File: src/rtl/sys_bridge_n_if.sv
// CPU data port and device array signals of the system bridge, bundled for
// port connection. The master side is the CPU plus devices; the slave side is the bridge.
interface sys_bridge_n_if #(
  parameter int NDEV = 2
);
  logic                 pr_req;
  logic [29:0]          pr_addr;
  logic [31:0]          pr_wd;
  logic                 pr_we;
  logic                 pr_ready;
  logic [31:0]          pr_rd;
  logic                 pr_err;
  logic [31:0]          err_addr;
  logic [29:0]          dev_addr;
  logic [31:0]          dev_wd;
  logic [NDEV-1:0]      dev_req;
  logic [NDEV-1:0]      dev_we;
  logic [NDEV-1:0]      dev_ready;
  logic [32*NDEV-1:0]   dev_rd;
  logic [NDEV-1:0]      dev_irq;
  logic [NDEV-1:0]      irq_out;

  modport master (
    output pr_req, pr_addr, pr_wd, pr_we, dev_ready, dev_rd, dev_irq,
    input  pr_ready, pr_rd, pr_err, err_addr, dev_addr, dev_wd, dev_req, dev_we, irq_out
  );

  modport slave (
    input  pr_req, pr_addr, pr_wd, pr_we, dev_ready, dev_rd, dev_irq,
    output pr_ready, pr_rd, pr_err, err_addr, dev_addr, dev_wd, dev_req, dev_we, irq_out
  );
endinterface

File: src/rtl/sys_bridge_n.sv
// CPU-to-peripheral bridge: decodes NDEV equal-stride windows, runs a req/ready
// handshake with timeout, reports bus errors and forwards interrupts registered.
module sys_bridge_n #(
  parameter int          NDEV       = 2,
  parameter logic [31:0] BASE       = 32'h0000_7f00,
  parameter int          STRIDE     = 16,
  parameter int          REGS       = 3,
  parameter logic [31:0] DEFAULT_RD = 32'h2333_3333,
  parameter int          TIMEOUT    = 15
) (
  input  logic           clk,
  input  logic           reset,
  sys_bridge_n_if.slave  bus
);

  localparam int              SW       = (NDEV > 1) ? $clog2(NDEV) : 1;
  localparam int              CW       = $clog2(TIMEOUT + 1);
  localparam logic [CW-1:0]   TMO_LAST = CW'(TIMEOUT - 1);
  localparam logic [CW-1:0]   CNT_ONE  = CW'(1);
  localparam logic [NDEV-1:0] ONE_HOT0 = NDEV'(1);

  typedef enum logic [1:0] {
    ST_IDLE = 2'd0,
    ST_BUSY = 2'd1,
    ST_RESP = 2'd2
  } state_t;

  state_t          state_r, state_s;
  logic [CW-1:0]   cnt_r, cnt_s;
  logic [SW-1:0]   sel_r, sel_s, slot_s;
  logic            we_r, we_s;
  logic [NDEV-1:0] hit_vec_s, slot_onehot_s;
  logic [NDEV-1:0] dev_req_r, dev_req_s, dev_we_r, dev_we_s, irq_r;
  logic [29:0]     dev_addr_r, dev_addr_s;
  logic [31:0]     dev_wd_r, dev_wd_s, pr_rd_r, pr_rd_s, err_addr_r, err_addr_s;
  logic            pr_ready_r, pr_ready_s, pr_err_r, pr_err_s;
  logic [31:0]     req_byte_s, sel_rd_s;

  assign req_byte_s    = {bus.pr_addr, 2'b00};
  assign slot_onehot_s = ONE_HOT0 << slot_s;
  assign sel_rd_s      = bus.dev_rd[32*int'(sel_r) +: 32];

  for (genvar g = 0; g < NDEV; g++) begin : g_dec
    localparam logic [31:0] LO = BASE + 32'(g * STRIDE);
    localparam logic [31:0] HI = LO + 32'(4 * REGS);
    assign hit_vec_s[g] = (req_byte_s >= LO) && (req_byte_s < HI);
  end

  // Windows never overlap, so OR-ing the indices of hit slots yields the single hit.
  always_comb begin
    slot_s = {SW{1'b0}};
    for (int i = 0; i < NDEV; i++) begin
      slot_s = slot_s | (hit_vec_s[i] ? SW'(i) : {SW{1'b0}});
    end
  end

  // Next-state and next-output logic; device strobes are precomputed so they leave a flop.
  always_comb begin
    state_s    = state_r;
    cnt_s      = cnt_r;
    sel_s      = sel_r;
    we_s       = we_r;
    dev_addr_s = dev_addr_r;
    dev_wd_s   = dev_wd_r;
    pr_rd_s    = pr_rd_r;
    pr_err_s   = pr_err_r;
    err_addr_s = err_addr_r;
    pr_ready_s = 1'b0;
    dev_req_s  = {NDEV{1'b0}};
    dev_we_s   = {NDEV{1'b0}};
    case (state_r)
      ST_IDLE: begin
        if (bus.pr_req) begin
          dev_addr_s = bus.pr_addr;
          dev_wd_s   = bus.pr_wd;
          we_s       = bus.pr_we;
          sel_s      = slot_s;
          if (|hit_vec_s) begin
            state_s   = ST_BUSY;
            cnt_s     = {CW{1'b0}};
            dev_req_s = slot_onehot_s;
            dev_we_s  = bus.pr_we ? slot_onehot_s : {NDEV{1'b0}};
          end else begin
            state_s    = ST_RESP;
            pr_ready_s = 1'b1;
            pr_rd_s    = DEFAULT_RD;
            pr_err_s   = 1'b1;
            err_addr_s = req_byte_s;
          end
        end else begin
          state_s = ST_IDLE;
        end
      end
      ST_BUSY: begin
        // A ready arriving on the last allowed cycle still completes normally.
        if (bus.dev_ready[sel_r]) begin
          state_s    = ST_RESP;
          pr_ready_s = 1'b1;
          pr_rd_s    = we_r ? 32'h0000_0000 : sel_rd_s;
          pr_err_s   = 1'b0;
        end else if (cnt_r == TMO_LAST) begin
          state_s    = ST_RESP;
          pr_ready_s = 1'b1;
          pr_rd_s    = DEFAULT_RD;
          pr_err_s   = 1'b1;
          err_addr_s = {dev_addr_r, 2'b00};
        end else begin
          cnt_s     = cnt_r + CNT_ONE;
          dev_req_s = dev_req_r;
          dev_we_s  = dev_we_r;
        end
      end
      ST_RESP: begin
        state_s = ST_IDLE;
      end
      default: begin
        state_s = ST_IDLE;
      end
    endcase
  end

  // State and output registers; irq forwarding runs independently of the FSM.
  always_ff @(posedge clk or posedge reset) begin
    if (reset) begin
      state_r    <= ST_IDLE;
      cnt_r      <= {CW{1'b0}};
      sel_r      <= {SW{1'b0}};
      we_r       <= 1'b0;
      dev_addr_r <= 30'h0000_0000;
      dev_wd_r   <= 32'h0000_0000;
      pr_rd_r    <= 32'h0000_0000;
      pr_err_r   <= 1'b0;
      err_addr_r <= 32'h0000_0000;
      pr_ready_r <= 1'b0;
      dev_req_r  <= {NDEV{1'b0}};
      dev_we_r   <= {NDEV{1'b0}};
      irq_r      <= {NDEV{1'b0}};
    end else begin
      state_r    <= state_s;
      cnt_r      <= cnt_s;
      sel_r      <= sel_s;
      we_r       <= we_s;
      dev_addr_r <= dev_addr_s;
      dev_wd_r   <= dev_wd_s;
      pr_rd_r    <= pr_rd_s;
      pr_err_r   <= pr_err_s;
      err_addr_r <= err_addr_s;
      pr_ready_r <= pr_ready_s;
      dev_req_r  <= dev_req_s;
      dev_we_r   <= dev_we_s;
      irq_r      <= bus.dev_irq;
    end
  end

  assign bus.pr_ready = pr_ready_r;
  assign bus.pr_rd    = pr_rd_r;
  assign bus.pr_err   = pr_err_r;
  assign bus.err_addr = err_addr_r;
  assign bus.dev_addr = dev_addr_r;
  assign bus.dev_wd   = dev_wd_r;
  assign bus.dev_req  = dev_req_r;
  assign bus.dev_we   = dev_we_r;
  assign bus.irq_out  = irq_r;

endmodule

File: src/flat_wrapper.sv
// flat-port wrapper written by rule: the top's interface ports become plain ports
module sys_bridge_n_flat 
#(
  parameter int          NDEV       = 2,
  parameter logic [31:0] BASE       = 32'h0000_7f00,
  parameter int          STRIDE     = 16,
  parameter int          REGS       = 3,
  parameter logic [31:0] DEFAULT_RD = 32'h2333_3333,
  parameter int          TIMEOUT    = 15
)
  (clk, reset, bus_pr_req, bus_pr_addr, bus_pr_wd, bus_pr_we, bus_dev_ready, bus_dev_rd, bus_dev_irq, bus_pr_ready, bus_pr_rd, bus_pr_err, bus_err_addr, bus_dev_addr, bus_dev_wd, bus_dev_req, bus_dev_we, bus_irq_out);
  sys_bridge_n_if #(.NDEV(NDEV)) bus_i ();
  input  logic clk;
  input  logic reset;
  input wire logic [$bits(bus_i.pr_req)-1:0] bus_pr_req;
  input wire logic [$bits(bus_i.pr_addr)-1:0] bus_pr_addr;
  input wire logic [$bits(bus_i.pr_wd)-1:0] bus_pr_wd;
  input wire logic [$bits(bus_i.pr_we)-1:0] bus_pr_we;
  input wire logic [$bits(bus_i.dev_ready)-1:0] bus_dev_ready;
  input wire logic [$bits(bus_i.dev_rd)-1:0] bus_dev_rd;
  input wire logic [$bits(bus_i.dev_irq)-1:0] bus_dev_irq;
  output wire logic [$bits(bus_i.pr_ready)-1:0] bus_pr_ready;
  output wire logic [$bits(bus_i.pr_rd)-1:0] bus_pr_rd;
  output wire logic [$bits(bus_i.pr_err)-1:0] bus_pr_err;
  output wire logic [$bits(bus_i.err_addr)-1:0] bus_err_addr;
  output wire logic [$bits(bus_i.dev_addr)-1:0] bus_dev_addr;
  output wire logic [$bits(bus_i.dev_wd)-1:0] bus_dev_wd;
  output wire logic [$bits(bus_i.dev_req)-1:0] bus_dev_req;
  output wire logic [$bits(bus_i.dev_we)-1:0] bus_dev_we;
  output wire logic [$bits(bus_i.irq_out)-1:0] bus_irq_out;
  assign bus_i.pr_req = bus_pr_req;
  assign bus_i.pr_addr = bus_pr_addr;
  assign bus_i.pr_wd = bus_pr_wd;
  assign bus_i.pr_we = bus_pr_we;
  assign bus_i.dev_ready = bus_dev_ready;
  assign bus_i.dev_rd = bus_dev_rd;
  assign bus_i.dev_irq = bus_dev_irq;
  assign bus_pr_ready = bus_i.pr_ready;
  assign bus_pr_rd = bus_i.pr_rd;
  assign bus_pr_err = bus_i.pr_err;
  assign bus_err_addr = bus_i.err_addr;
  assign bus_dev_addr = bus_i.dev_addr;
  assign bus_dev_wd = bus_i.dev_wd;
  assign bus_dev_req = bus_i.dev_req;
  assign bus_dev_we = bus_i.dev_we;
  assign bus_irq_out = bus_i.irq_out;
  sys_bridge_n #(.NDEV(NDEV), .BASE(BASE), .STRIDE(STRIDE), .REGS(REGS), .DEFAULT_RD(DEFAULT_RD), .TIMEOUT(TIMEOUT)) u_core (.clk(clk), .reset(reset), .bus(bus_i));
endmodule
File: config.mk
export PLATFORM = sky130hd
export DESIGN_NAME = sys_bridge_n_flat
export DESIGN_NICKNAME = d
export VERILOG_FILES = /design/src/rtl/sys_bridge_n_if.sv /design/src/rtl/sys_bridge_n.sv /design/src/flat_wrapper.sv
export SDC_FILE = /design/constraint.sdc
export NUM_CORES = 1
export LEC_CHECK = 0
export BUFFER_PORTS_ARGS = -buffer_cell sky130_fd_sc_hd__buf_2
export CORE_AREA = 2 2 117 119
export CTS_CLUSTER_SIZE = 28
export DETAILED_ROUTE_END_ITERATION = 10
export DIE_AREA = 0 0 119 121
export PLACE_DENSITY = 0.78
export SLEW_MARGIN = 0
export SYNTH_ARGS = -nofsm -noshare
export SYNTH_HDL_FRONTEND = slang
export SYNTH_SLANG_ARGS = --single-unit
File: constraint.sdc
create_clock -name clk -period 6 [get_ports clk]
set_clock_uncertainty 0.1 [all_clocks]
set_input_delay 0.6 -clock clk [delete_from_list [all_inputs] [get_ports clk]]
set_output_delay 0.6 -clock clk [all_outputs]
set_load 0.005 [all_outputs]
# Yosys cells after proc, flatten, opt, wreduce, memory -nomap -nowiden
# Index checks and enable logic that the tools add are counted.
[totals] ff_bits=142
[op_classes] order_cmp=5 eq_ne=9 n_shift=2 muxes=43 addsub=1 n_reduce_logical=9
[op_table] op="$mux 32" count=9
[op_table] op="$pmux 32 s2" count=2
[op_table] op="$ge 32x15->1 const B" count=2
[op_table] op="$lt 32x15->1 const B" count=2
[op_table] op="$shiftx 64x7->32" count=1
[op_table] op="$mux 2" count=11
[op_table] op="$mux 4" count=4
[op_table] op="$pmux 2 s2" count=3
[op_table] op="$mux 1" count=11
[op_table] op="$reduce_and 5->1" count=2
[op_table] op="$ne 2x2->1 const B" count=4
[op_table] op="$pmux 4 s2" count=1
[op_table] op="$add 4x1->4 const B" count=1
[op_table] op="$eq 4x4->1 const B" count=1
[op_table] op="$ne 2x1->1 const B" count=2
[op_table] op="$pmux 1 s2" count=2
[op_table] op="$reduce_and 4->1" count=1
[op_table] op="$ne 3x1->1 const B" count=1
[op_table] op="$eq 2x1->1 const B" count=1
[op_table] op="$logic_and 1x1->1" count=2
[op_table] op="$logic_not 2->1" count=1
[op_table] op="$lt 1x2->1 const B" count=1
[op_table] op="$reduce_and 2->1" count=1
[op_table] op="$reduce_bool 2->1" count=1
[op_table] op="other kinds (2)" count=2

# Depth between registers and ports, before layout
# Gate-level depths: netlist of run 1.
[depth] word_depth=8 mapped_depth=9 ltp_nobuf=7

# Worst setup path after synthesis of run 1
# No wires, ideal clock.
[synth_path] kind="input -> register" from="in bus_pr_addr[22]" to="reg u_core.pr_rd_r[0] (netlist: u_core.bus.pr_rd[0])" path_stages=8 setup_slack_ns=3.812 n_path_buf=2 setup_ns=0.119 t_arrival_ns=1.969 path_cell_list="nor4_1 nand4_1 o31a_1 buf_6 a21oi_4 inv_4 buf_6 o21a_1"
[synth_via] elab_chain_cells=5 elab_cells_between_ends=9 classes_between="order compare (4); eq/ne (1); reduce/logical (4)"
[synth_rtl] item="from (decl)" line="flat_wrapper.sv:16" rtl="input wire logic [$bits(bus_i.pr_addr)-1:0] bus_pr_addr;"
[synth_rtl] item="$ge 32x15->1 or $lt 32x15->1 (tied branches)" line="sys_bridge_n.sv:46" rtl="assign hit_vec_s[g] = (req_byte_s >= LO) && (req_byte_s < HI);"
[synth_rtl] item="$logic_and 1x1->1" line="sys_bridge_n.sv:46"
[synth_rtl] item="$reduce_or 2->1 *" line="sys_bridge_n.sv:78" rtl="if (|hit_vec_s) begin"
[synth_rtl] item="$ne 2x2->1 (no source line) *"
[synth_rtl] item="$reduce_and 4->1 (no source line) *"
[synth_rtl] item="to (signal assigned)" line="sys_bridge_n.sv:145" rtl="pr_rd_r <= pr_rd_s;"
[synth_rtl] item="to (decl)" line="sys_bridge_n.sv:35" rtl="logic [31:0] dev_wd_r, dev_wd_s, pr_rd_r, pr_rd_s, err_addr_r, err_addr_s;"
# Mark *: on every way between the ends. The rest lies on a longest branch, timed or not.
# A chain may end at the register's enable or synchronous reset.

# Worst setup path after layout of run 1
[layout_path] from="reg u_core.sel_r" to="reg u_core.err_addr_r[2] (netlist: u_core.bus.err_addr[2])"
[layout_via] elab_chain_cells=4
[layout_rtl] item="from (decl)" line="sys_bridge_n.sv:30" rtl="logic [SW-1:0] sel_r, sel_s, slot_s;"
[layout_rtl] item="from (signal assigned)" line="sys_bridge_n.sv:127" rtl="sel_r <= {SW{1'b0}};"
[layout_rtl] item="from (signal assigned)" line="sys_bridge_n.sv:141" rtl="sel_r <= sel_s;"
[layout_rtl] item="$mux 1 (implied by the code) (2 in series)" line="sys_bridge_n.sv:96" rtl="if (bus.dev_ready[sel_r]) begin"
[layout_rtl] item="$ne 2x2->1 (no source line)"
[layout_rtl] item="$reduce_and 5->1 (no source line)"
[layout_rtl] item="to (signal assigned)" line="sys_bridge_n.sv:147" rtl="err_addr_r <= err_addr_s;"
[layout_rtl] item="to (decl)" line="sys_bridge_n.sv:35"
# No other way between the ends. The select of a mux whose other input is x is not followed.

==> metrics.md, run 1 <==
| Metric | Value |
|---|---|
| Crit path max fanout | `35` |
| Clock Power Share | `24.7%` |
| Total core area | `13100 um2` |
| CTS root buffer | `clkbuf_16` |
| Cell types occupying the most area after synthesis | `dfrtp_1 58%, nand2_1 14%, mux2i_1 5.3%` |
| Crit start category | `register` |
| I/O pin total | `268` |
| CTS buffer count | `17` |
| Critical Path Sink Type | `register` |
| Top cell type by total area after synthesis | `dfrtp_1` |
| Clock transition at path regs | `0.05 ns` |
| Remaining Overflow, GRT | `0` |
| Detailed Route Iter0 Violations | `277` |
| Reg2Reg Launch Point | `u_core.sel_r` |
| Number of port buffers | `265` |
| Status | `finished clean` |
| Die Area | `14400 um2` |
| Largest net degree at the start of global routing | `72` |
| Vias/cell | `5.08` |
| Pre-CTS WS | `2.68 ns` |
| Slew Limit Fails | `0` |
| Switching Share | `35.2%` |
| Die Span Y | `121 um` |
| DRC violations left | `0` |
| Required @ worst endpoint | `6.14 ns` |
| Hold/Removal Path Class | `in -> async` |
| Vias | `5359` |
| Unrepaired setup endpoints after global routing | `false` |
| Highest Clock Rate | `0.304 GHz` |
| Min Tclk post-route | `3.29 ns` |
| Avg Inst Size Synth | `9.85 um2` |
| GRT Total Usage | `23.5%` |
| Nets | `1002` |
| Final HPWL DP | `11800 um` |
| Die X | `119 um` |
| N_diodes | `0` |
| Crit-path max cell delay | `1.02 ns` |
| Post-Syn Area | `6020 um2` |
| Post-route clock period utilization | `54.9%` |
| Share of layout cells above drive strength 1 | `34.9%` |
| Sink Count | `140` |
| FF-to-FF path depth | `5` |
| Yosys warns | `0` |
| Area fraction of the dominant cell type after synthesis | `58.2%` |
| Psw | `1350 uW` |
| CP arrival | `3.44 ns` |
| Cts repair resizes | `0` |
| Crit path buf inv count | `0` |
| Htree depth | `4` |
| Starting Density | `46.0%` |
| Top cells by count, synth | `217 x nand2_1, 140 x dfrtp_1, 36 x inv_1, 32 x mux2i_1, 26 x o21ai_0` |
| Final setup margin | `2.71 ns` |
| Synth unique cells | `45` |
| Cell count after synthesis | `611` |
| Critical-path top delay cell | `dfrtp_2` |
| Fraction of registers with async set/reset | `100%` |
| Final hold violation count | `0` |
| #FFs+latches synth | `140` |
| Post-route ant nets | `0` |
| CTS tree | `built` |
| Crit path kind | `reg -> reg` |
| Worst vdd ir | `244 uV` |
| P_int | `2490 uW` |
| Clock Latency Late Sink | `0.41 ns` |
| Post-synth EDFFs | `0` |
| Initial antenna violation count | `1` |
| Sequential share of power | `42.0%` |
| # rows | `42` |
| Vias in the first global route | `5269` |
| GPL Wtd Cong | `0.879` |
| Critical path depth | `5` |
| Critical path's top delay family | `compound AO/OA/AOI/OAI gates` |
| Clk buf depth | `2` |
| First-pass GRT wire length | `26300 um` |
| Leakage | `0.00416 uW` |
| Fin Setup TNS | `0 ns` |
| Final setup viols | `0` |
| Drt first pass iters | `5` |
| Worst Max-Slew Pin Slew | `0.986 ns` |
| Reg-to-reg critical path endpoint | `u_core.bus.err_addr[2]` |
| CP cell instances | `mux2i_4 > nor2_1 > a2111o_1 > a21oi_4 > o21ai_0` |
| Wire per inst | `15.6 um` |
| Ys flop type | `dfrtp_1` |
| Seq/Total Area, Yosys | `58.2%` |
| Pwr/cell area | `480 nW/um2` |
| FF-to-FF setup slack | `2.71 ns` |
| Area grow syn2layout | `32.8%` |
| Most common cell in the netlist | `nand2_1` |
| Post-CTS setup buffers | `0` |
| Cts hold-fix bufs | `0` |
| Max transition margin | `34.2%` |
| Max cap viols | `0` |
| Comb pwr share | `33.3%` |
| Final WL | `16500 um` |
[metal layers]
| layer | vias up | track usage [%] | wire length (um) | share of wire (%) |
|---|---|---|---|---|
| li1 | 2555 | - | - | - |
| met1 | 2545 | 28.8 | 6840 | 42 |
| met2 | 224 | 39.7 | 8060 | 49 |
| met3 | 33 | 6.11 | 1170 | 7.1 |
| met4 | 2 | 9.15 | 376 | 2.3 |
| met5 | - | 0 | 13 | 0.079 |
[power groups by stage]
stage	Combinational (uW)	Sequential [uW]	Clock (uW)
finish	1280	1610	950
global route	1450	1670	1010
CTS	1300	1610	965
detailed placement	1300	1610	0
global placement	1260	1610	0
floorplan	655	1620	0
[metrics by stage]
stage / util (%) / hold slack, ns / area, um2 / instances / total power, uW
after global routing: 61.1 / 0.178 / 7990 / 1055 / 4130
after detailed placement: 57.0 / 0.356 / 7460 / 1023 / 2910
after CTS: 61.1 / 0.180 / 7990 / 1055 / 3880
final: 61.1 / 0.162 / 7990 / 1055 / 3840
after global placement: 57.0 / 0.354 / 7460 / 1023 / 2870
after floorplan: - / 0.370 / 6020 / 612 / 2280
[layout make-up]
| cell class | count | area, um2 |
|---|---|---|
| inverters | 37 | 146 |
| clock buffers | 24 | 462 |
| well taps | 176 | 220 |
| fillers | 1141 | 5090 |
| clock inverters | 8 | 68.8 |
| flip-flops and latches | 140 | 3500 |
| multi-input cells | 401 | 2240 |
| repair buffers | 269 | 1360 |
[cells by family after synthesis]
logic type / after synthesis / synth area share, %
buf+inv: 71 / 5.07
fa+ha+maj: 2 / 0.416
flops: 140 / 58.2
mux: 34 / 5.88
other cells: 1 / 0.0623
simple gates: 255 / 17.4
compound gates: 108 / 13.0
[cells in the final DEF (no fill, tap or decap), drive strengths merged, types with 4 or more instances in the layout]
| cell | netlist | layout |
|---|---|---|
| o21ai | 26 | 26 |
| clkinv | 0 | 7 |
| nand2 | 217 | 217 |
| o21a | 15 | 15 |
| nor4 | 6 | 6 |
| nand4 | 4 | 4 |
| o2bb2ai | 19 | 19 |
| mux2i | 33 | 33 |
| a22oi | 10 | 10 |
| nor3 | 5 | 5 |
| inv | 37 | 37 |
| dfrtp | 140 | 140 |
| o211ai | 20 | 20 |
| nor2 | 7 | 7 |
| clkbuf | 21 | 24 |
| buf | 13 | 269 |
| a21oi | 4 | 4 |
[worst max path at each step]
| stage | start | to | slack (ns) |
|---|---|---|---|
| after floorplan | reset | u_core.bus.dev_addr[0] | 1.55 |
| after global placement | u_core.sel_r | u_core.bus.err_addr[12] | 2.78 |
| after detailed placement | u_core.sel_r | u_core.bus.err_addr[2] | 2.68 |
| after CTS | u_core.sel_r | u_core.bus.err_addr[2] | 2.66 |
| after global routing | u_core.sel_r | u_core.bus.err_addr[2] | 2.42 |
| final | u_core.sel_r | u_core.bus.err_addr[2] | 2.71 |
[state kept, by name (all words and copies together), names as in the netlist]
name and count:
u_core.bus.dev_addr 30, u_core.bus.dev_req 2, u_core.bus.dev_wd 32, u_core.bus.dev_we 2
u_core.bus.err_addr 30, u_core.bus.irq_out 2, u_core.bus.pr_err 1, u_core.bus.pr_rd 32
u_core.bus.pr_ready 1, u_core.cnt_r 4, u_core.sel_r 1, u_core.state_r 2
u_core.we_r 1
[worst reg2reg max path, delay by kind of cell (launching register included)]
family,cells,cell delay [ns]
DFF,1,1.02
muxes,1,0.41
and+or+nand+nor,1,0.24
AOI/OAI and AO/OA,3,1.37
Power figures use the tool's default switching activity.
==> inputs of run 2 (changes only) <==
--- a/config.mk
+++ b/config.mk
@@ -6,11 +6,11 @@
 export NUM_CORES = 1
 export LEC_CHECK = 0
 export BUFFER_PORTS_ARGS = -buffer_cell sky130_fd_sc_hd__buf_2
-export CORE_AREA = 2 2 117 119
+export CORE_AREA = 2 2 122 124
 export CTS_CLUSTER_SIZE = 28
 export DETAILED_ROUTE_END_ITERATION = 10
-export DIE_AREA = 0 0 119 121
-export PLACE_DENSITY = 0.78
+export DIE_AREA = 0 0 124 126
+export PLACE_DENSITY = 0.76
 export SLEW_MARGIN = 0
 export SYNTH_ARGS = -nofsm -noshare
 export SYNTH_HDL_FRONTEND = slang
==> constraint.sdc (replaced) <==
create_clock -name clk -period 2.7 [get_ports clk]
set_clock_uncertainty 0.1 [all_clocks]
set_input_delay 0.27 -clock clk [delete_from_list [all_inputs] [get_ports clk]]
set_output_delay 0.27 -clock clk [all_outputs]
set_load 0.005 [all_outputs]
==> run 2 against run 1 <==
Compared with the run above: via count increased by 3.6%; first-iteration DRC count increased by 5.4%; worst hold slack got worse by 0.14 ns; final area increased by 8.0%; count of clock-buffer cells in the layout decreased by 3; critical path depth increased by 3; cell count increased by 6.1%; routed wire length increased by 5.7%; critical path type is now in -> reg; largest power group unchanged; highest routed layer is now met4.
==> metrics.md, run 2 (synthesized netlist as in run 1, its figures left out) <==
| Metric | Value |
|---|---|
| Status | `finished clean` |
| Final HPWL DP | `12200 um` |
| Wire per inst | `15.5 um` |
| CP arrival | `2.65 ns` |
| DRC violations left | `0` |
| Detailed Route Iter0 Violations | `292` |
| CTS buffer count | `17` |
| Clock transition at path regs | `0.06 ns` |
| First-pass GRT wire length | `27900 um` |
| Hold EP | `u_core.bus.dev_addr[22]` |
| Final WL | `17400 um` |
| Reg-to-reg critical path endpoint | `u_core.bus.err_addr[18]` |
| Number of port buffers | `265` |
| M2 GR Usage | `38.5%` |
| Pre-CTS WS | `0.322 ns` |
| GR Layer Usage met3 | `6.75%` |
| Critical Path Sink Type | `register` |
| Sequential share of power | `39.8%` |
| Die Span Y | `126 um` |
| Hold path startpoint | `bus_pr_addr[22]` |
| Die X | `124 um` |
| Most used routing layer | `met2` |
| Crit path max fanout | `16` |
| Max cap viols | `0` |
| Final hold violation count | `0` |
| I/O pin total | `268` |
| Post-route clock period utilization | `90.8%` |
| Remaining Overflow, GRT | `0` |
| Area grow syn2layout | `43.5%` |
| Initial antenna violation count | `0` |
| Hold/Removal Path Class | `in -> reg` |
| Largest net degree at the start of global routing | `61` |
| Utilization after layout | `60.3%` |
| Htree depth | `4` |
| Nets | `1058` |
| GPL Wtd Cong | `0.860` |
| FF-to-FF setup slack | `0.40 ns` |
| Sink Count | `140` |
| Leakage | `0.00443 uW` |
| Drt first pass iters | `4` |
| Leading cell type in the layout, fill and taps excluded | `buf_2` |
| N_diodes | `0` |
| Vias/cell | `4.96` |
| Switching Share | `34.1%` |
| Clk buf depth | `2` |
| Post-route ant nets | `0` |
| Reg2Reg Launch Point | `u_core.cnt_r[0]` |
| Crit start category | `primary input` |
| Hold Path Stages | `3` |
| CTS tree | `built` |
| Pwr/cell area | `1040 nW/um2` |
| Worst vdd ir | `510 uV` |
| Commonest non-fill, non-tap cells in the layout | `265 x buf_2, 216 x nand2_1, 139 x dfrtp_1` |
| Highest Clock Rate | `0.408 GHz` |
| Fin Setup TNS | `0 ns` |
| Required @ worst endpoint | `2.90 ns` |
| CTS root buffer | `clkbuf_16` |
| P_int | `5920 uW` |
| Max transition margin | `60.9%` |
| Vias in the first global route | `5586` |
| Psw | `3060 uW` |
| Share of layout cells above drive strength 1 | `34.4%` |
| Clock Latency Late Sink | `0.41 ns` |
| Final setup margin | `0.250 ns` |
| Crit path kind | `in -> reg` |
| Post-CTS setup buffers | `0` |
| Vias | `5551` |
| Starting Density | `42.1%` |
| # rows | `44` |
| Unrepaired setup endpoints after global routing | `false` |
| Die Area | `15600 um2` |
| Clock Power Share | `27.3%` |
| Worst Max-Slew Pin Slew | `0.586 ns` |
| FF-to-FF path depth | `8` |
| Comb pwr share | `32.9%` |
| Filler cells | `1226` |
| Total core area | `14300 um2` |
| Min Tclk post-route | `2.45 ns` |
| Slew Limit Fails | `0` |
| Met1 Use GR | `28.2%` |
| Final setup viols | `0` |
| GRT Total Usage | `23.1%` |
## run 2: changes by cell type in the layout (fill, tap and decap cells not counted)
| cell | previous run | this run |
|---|---|---|
| dlygate4sd3_1 | 0 | 45 |
| buf_4 | 4 | 14 |
| clkbuf_1 | 6 | 2 |
| clkinvlp_4 | 0 | 4 |
| bufinv_16 | 1 | 4 |
| clkinv_2 | 6 | 3 |
| a21oi_2 | 0 | 1 |
| a21oi_4 | 2 | 1 |
| buf_12 | 0 | 1 |
| clkbuf_8 | 1 | 2 |
| inv_6 | 1 | 0 |
## run 2: critical path, stage by stage
cell,delay (ns)
dlygate4sd3_1,0.55
buf_2,0.14
nor4_1,0.30
nand4_1,0.20
o31a_1,0.45
a21oi_4,0.37
inv_4,0.15
o21a_1,0.21
## run 2: power by group through the flow
stage	registers, uW	logic, uW	clock network [uW]
floorplan	3610	1460	0
global placement	3570	2870	0
detailed placement	3580	2940	0
CTS	3570	2990	2510
global route	3700	3360	2600
finish	3580	2960	2450
## run 2: cell type report
cell class                 count  area (um2)  share of cell area [%]
sequential                   140        3500                    40.6
timing repair buffer         325        1900                    22.0
clock inverter                11         166                    1.93
clock buffer                  21         460                    5.33
multi-input combinational    401        2230                    25.8
tap                          184         230                    2.67
inverter                      37         145                    1.68
## run 2: through the flow
stage / area [um2] / cells / hold slack, ns / power (uW)
2_1_floorplan: 6030 / 612 / 0.201 / 5060
3_3_place_gp: 7560 / 1042 / 0.229 / 6440
3_5_place_dp: 7560 / 1042 / 0.229 / 6520
4_1_cts: 8640 / 1119 / 0.00547 / 9070
5_1_grt: 8640 / 1119 / 0.0313 / 9660
6_report: 8640 / 1119 / 0.0220 / 8980
## run 2: how the worst max path moves through the flow
stage / end / start / cells past startpoint
2_1_floorplan: u_core.bus.dev_addr[0] / reset / 1
3_3_place_gp: u_core.bus.pr_rd[1] / bus_pr_addr[23] / 7
3_5_place_dp: u_core.bus.pr_rd[6] / bus_pr_addr[23] / 7
4_1_cts: u_core.bus.pr_rd[12] / bus_pr_addr[24] / 8
5_1_grt: u_core.bus.pr_rd[2] / bus_pr_addr[24] / 8
6_report: u_core.bus.pr_rd[8] / bus_pr_addr[24] / 8
## run 2: layer usage
layer	vias to the layer above	routed length, um
li1	2669	-
met1	2601	6990
met2	244	8520
met3	37	1460
met4	0	434
met5	-	0
## run 2: repair_timing
item,CTS,global route
endpoints found under the setup margin,0,0
gates resized for setup,0,0
hold endpoints to repair,62,0
hold buffers,45,0
==> inputs of run 3 (changes only) <==
==> constraint.sdc (replaced) <==
create_clock -name clk -period 2.7 [get_ports clk]
set_clock_uncertainty 0.1 [all_clocks]
set_input_delay 0.405 -clock clk [delete_from_list [all_inputs] [get_ports clk]]
set_output_delay 0.405 -clock clk [all_outputs]
set_load 0.005 [all_outputs]
==> run 3 against run 2 <==
Compared with the run above: first-iteration DRC count down 22%; sequential cell count unchanged; critical path type is now reg -> reg; largest power group unchanged; cell count shrank 4.4%; critical path depth unchanged; count of clock-buffer cells in the layout grew 6; utilization down 4.0 points; non-clock buffer count shrank 46; register-to-register slack improved by 0.04 ns; worst hold slack improved by 0.062 ns.
==> metrics.md, run 3 (synthesized netlist as in run 1, its figures left out) <==
| Metric | Value |
|---|---|
| Status | `finished clean` |
| Area grow syn2layout | `34.0%` |
| Cells after DPL | `1039` |
| Pre-CTS WS | `0.398 ns` |
| GPL Wtd Cong | `0.820` |
| Setup crit start | `u_core.cnt_r[0]` |
| Clock Power Share | `24.0%` |
| Worst Max-Slew Pin Slew | `0.733 ns` |
| Htree depth | `4` |
| Leading cell type in the layout, fill and taps excluded | `buf_2` |
| Reg2Reg Launch Point | `u_core.cnt_r[0]` |
| Nets | `1012` |
| Post-route ant nets | `0` |
| Initial antenna violation count | `0` |
| CTS tree | `built` |
| Crit path kind | `reg -> reg` |
| Drt first pass iters | `4` |
| Leakage | `0.00419 uW` |
| Comb pwr share | `34.1%` |
| Hold/Removal Path Class | `in -> reg` |
| Critical Path Sink Type | `register` |
| FF-to-FF path depth | `8` |
| FF-to-FF setup slack | `0.44 ns` |
| Clock transition at path regs | `0.06 ns` |
| Min Tclk post-route | `2.26 ns` |
| Pwr/cell area | `1060 nW/um2` |
| Crit start category | `register` |
| Switching Share | `34.9%` |
| Placed cell areas | `7540 um2` |
| Reg-to-reg critical path endpoint | `u_core.bus.err_addr[31]` |
| Hold Path Stages | `3` |
| # rows | `44` |
| CTS root buffer | `clkbuf_16` |
| Slew Limit Fails | `0` |
| DRC violations left | `0` |
| Post-route clock period utilization | `83.6%` |
| Unrepaired setup endpoints after global routing | `false` |
| Final HPWL DP | `12000 um` |
| Final WL | `16700 um` |
| Wire per inst | `15.6 um` |
| Hold path startpoint | `bus_pr_wd[25]` |
| Die Span Y | `126 um` |
| Total core area | `14300 um2` |
| Clock Latency Late Sink | `0.41 ns` |
| Vias in the first global route | `5398` |
| P_int | `5550 uW` |
| Max transition margin | `51.1%` |
| CTS buffer count | `17` |
| Fin Setup TNS | `0 ns` |
| GRT Total Usage | `21.9%` |
| CP arrival | `2.44 ns` |
| Hold WS | `0.0838 ns` |
| Number of port buffers | `265` |
| Hold EP | `u_core.bus.dev_wd[25]` |
| Commonest non-fill, non-tap cells in the layout | `265 x buf_2, 216 x nand2_1, 139 x dfrtp_1` |
| Filler cells | `1314` |
| Share of layout cells above drive strength 1 | `35.2%` |
| Fin area | `8070 um2` |
| Required @ worst endpoint | `2.88 ns` |
| Worst vdd ir | `600 uV` |
| N_diodes | `0` |
| Die Area | `15600 um2` |
| Die X | `124 um` |
| Sink Count | `140` |
| Max cap viols | `0` |
| Sequential share of power | `41.9%` |
| Cts repair resizes | `0` |
| Crit path max fanout | `21` |
| Clk buf depth | `2` |
| Vias/cell | `4.95` |
| Largest net degree at the start of global routing | `141` |
| Detailed Route Iter0 Violations | `227` |
| Final hold violation count | `0` |
| Post-CTS setup buffers | `0` |
| Vias | `5298` |
| Highest Clock Rate | `0.443 GHz` |
| First-pass GRT wire length | `26600 um` |
| Final setup margin | `0.442 ns` |
| Remaining Overflow, GRT | `0` |
| Psw | `2980 uW` |
| I/O pin total | `268` |
| Final setup viols | `0` |
| Post-Layout Cell Count | `1070` |
| Starting Density | `42.1%` |
-- run 3: cell types whose count changed in the layout (fill, tap and decap cells not counted), moves of 2 or more --
| cell | delta |
|---|---|
| dlygate4sd3_1 | -43 |
| clkbuf_1 | +4 |
| bufinv_16 | -4 |
| buf_4 | -3 |
| clkinvlp_4 | -3 |
| clkbuf_8 | +2 |
-- run 3: stage by stage --
step	utilization, %	power (uW)
final	56.4	8530
after global routing	56.4	9220
after CTS	56.4	8630
after detailed placement	52.7	6550
after global placement	52.7	6450
after floorplan	-	5060
-- run 3: worst max-delay path, stage by stage (launching register included) --
cell	delay [ns]
dfrtp_1	0.42
inv_1	0.11
ha_1	0.15
nand3_1	0.14
and2_1	0.22
a2111o_1	0.43
a21oi_2	0.15
buf_4	0.29
o211ai_1	0.12
-- run 3: cell type report --
| cell class | instances | area (um2) | share of cell area, % |
|---|---|---|---|
| Sequential cell | 140 | 3500 | 43.4 |
| Timing Repair Buffer | 279 | 1450 | 18.0 |
| Tap cell | 184 | 230 | 2.85 |
| Inverter | 37 | 145 | 1.80 |
| Clock buffer | 27 | 503 | 6.23 |
| Multi-Input combinational cell | 401 | 2230 | 27.6 |
| Clock inverter | 2 | 10.0 | 0.124 |
-- run 3: worst max path at each step --
stage | to | slack (ns) | cells after the start
after floorplan | u_core.bus.dev_addr[0] | 0.45 | 1
after global placement | u_core.bus.pr_rd[12] | 0.43 | 7
after detailed placement | u_core.bus.pr_rd[17] | 0.40 | 7
after CTS | u_core.bus.err_addr[15] | 0.45 | 8
after global routing | u_core.bus.err_addr[3] | 0.27 | 8
final | u_core.bus.err_addr[31] | 0.44 | 8
-- run 3: repair_timing --
| item | 4_1_cts | 5_1_grt |
|---|---|---|
| hold buffers | 2 | 0 |
| setup endpoints to repair | 0 | 0 |
| endpoints found under the hold margin | 2 | 0 |
-- run 3: per-layer routing --
metal	routed length [um]	part of all wire, %	global-route usage, %
met1	7280	44	28.4
met2	7980	48	35.9
met3	1240	7.4	6.30
met4	172	1.0	6.01
met5	0	0	0
-- run 3: power groups by stage --
stage          logic, uW  registers (uW)  clock network (uW)
3_3_place_gp        2880            3580                   0
2_1_floorplan       1460            3610                   0
3_5_place_dp        2960            3590                   0
6_report            2910            3570                2050
5_1_grt             3320            3710                2200
4_1_cts             2960            3580                2090
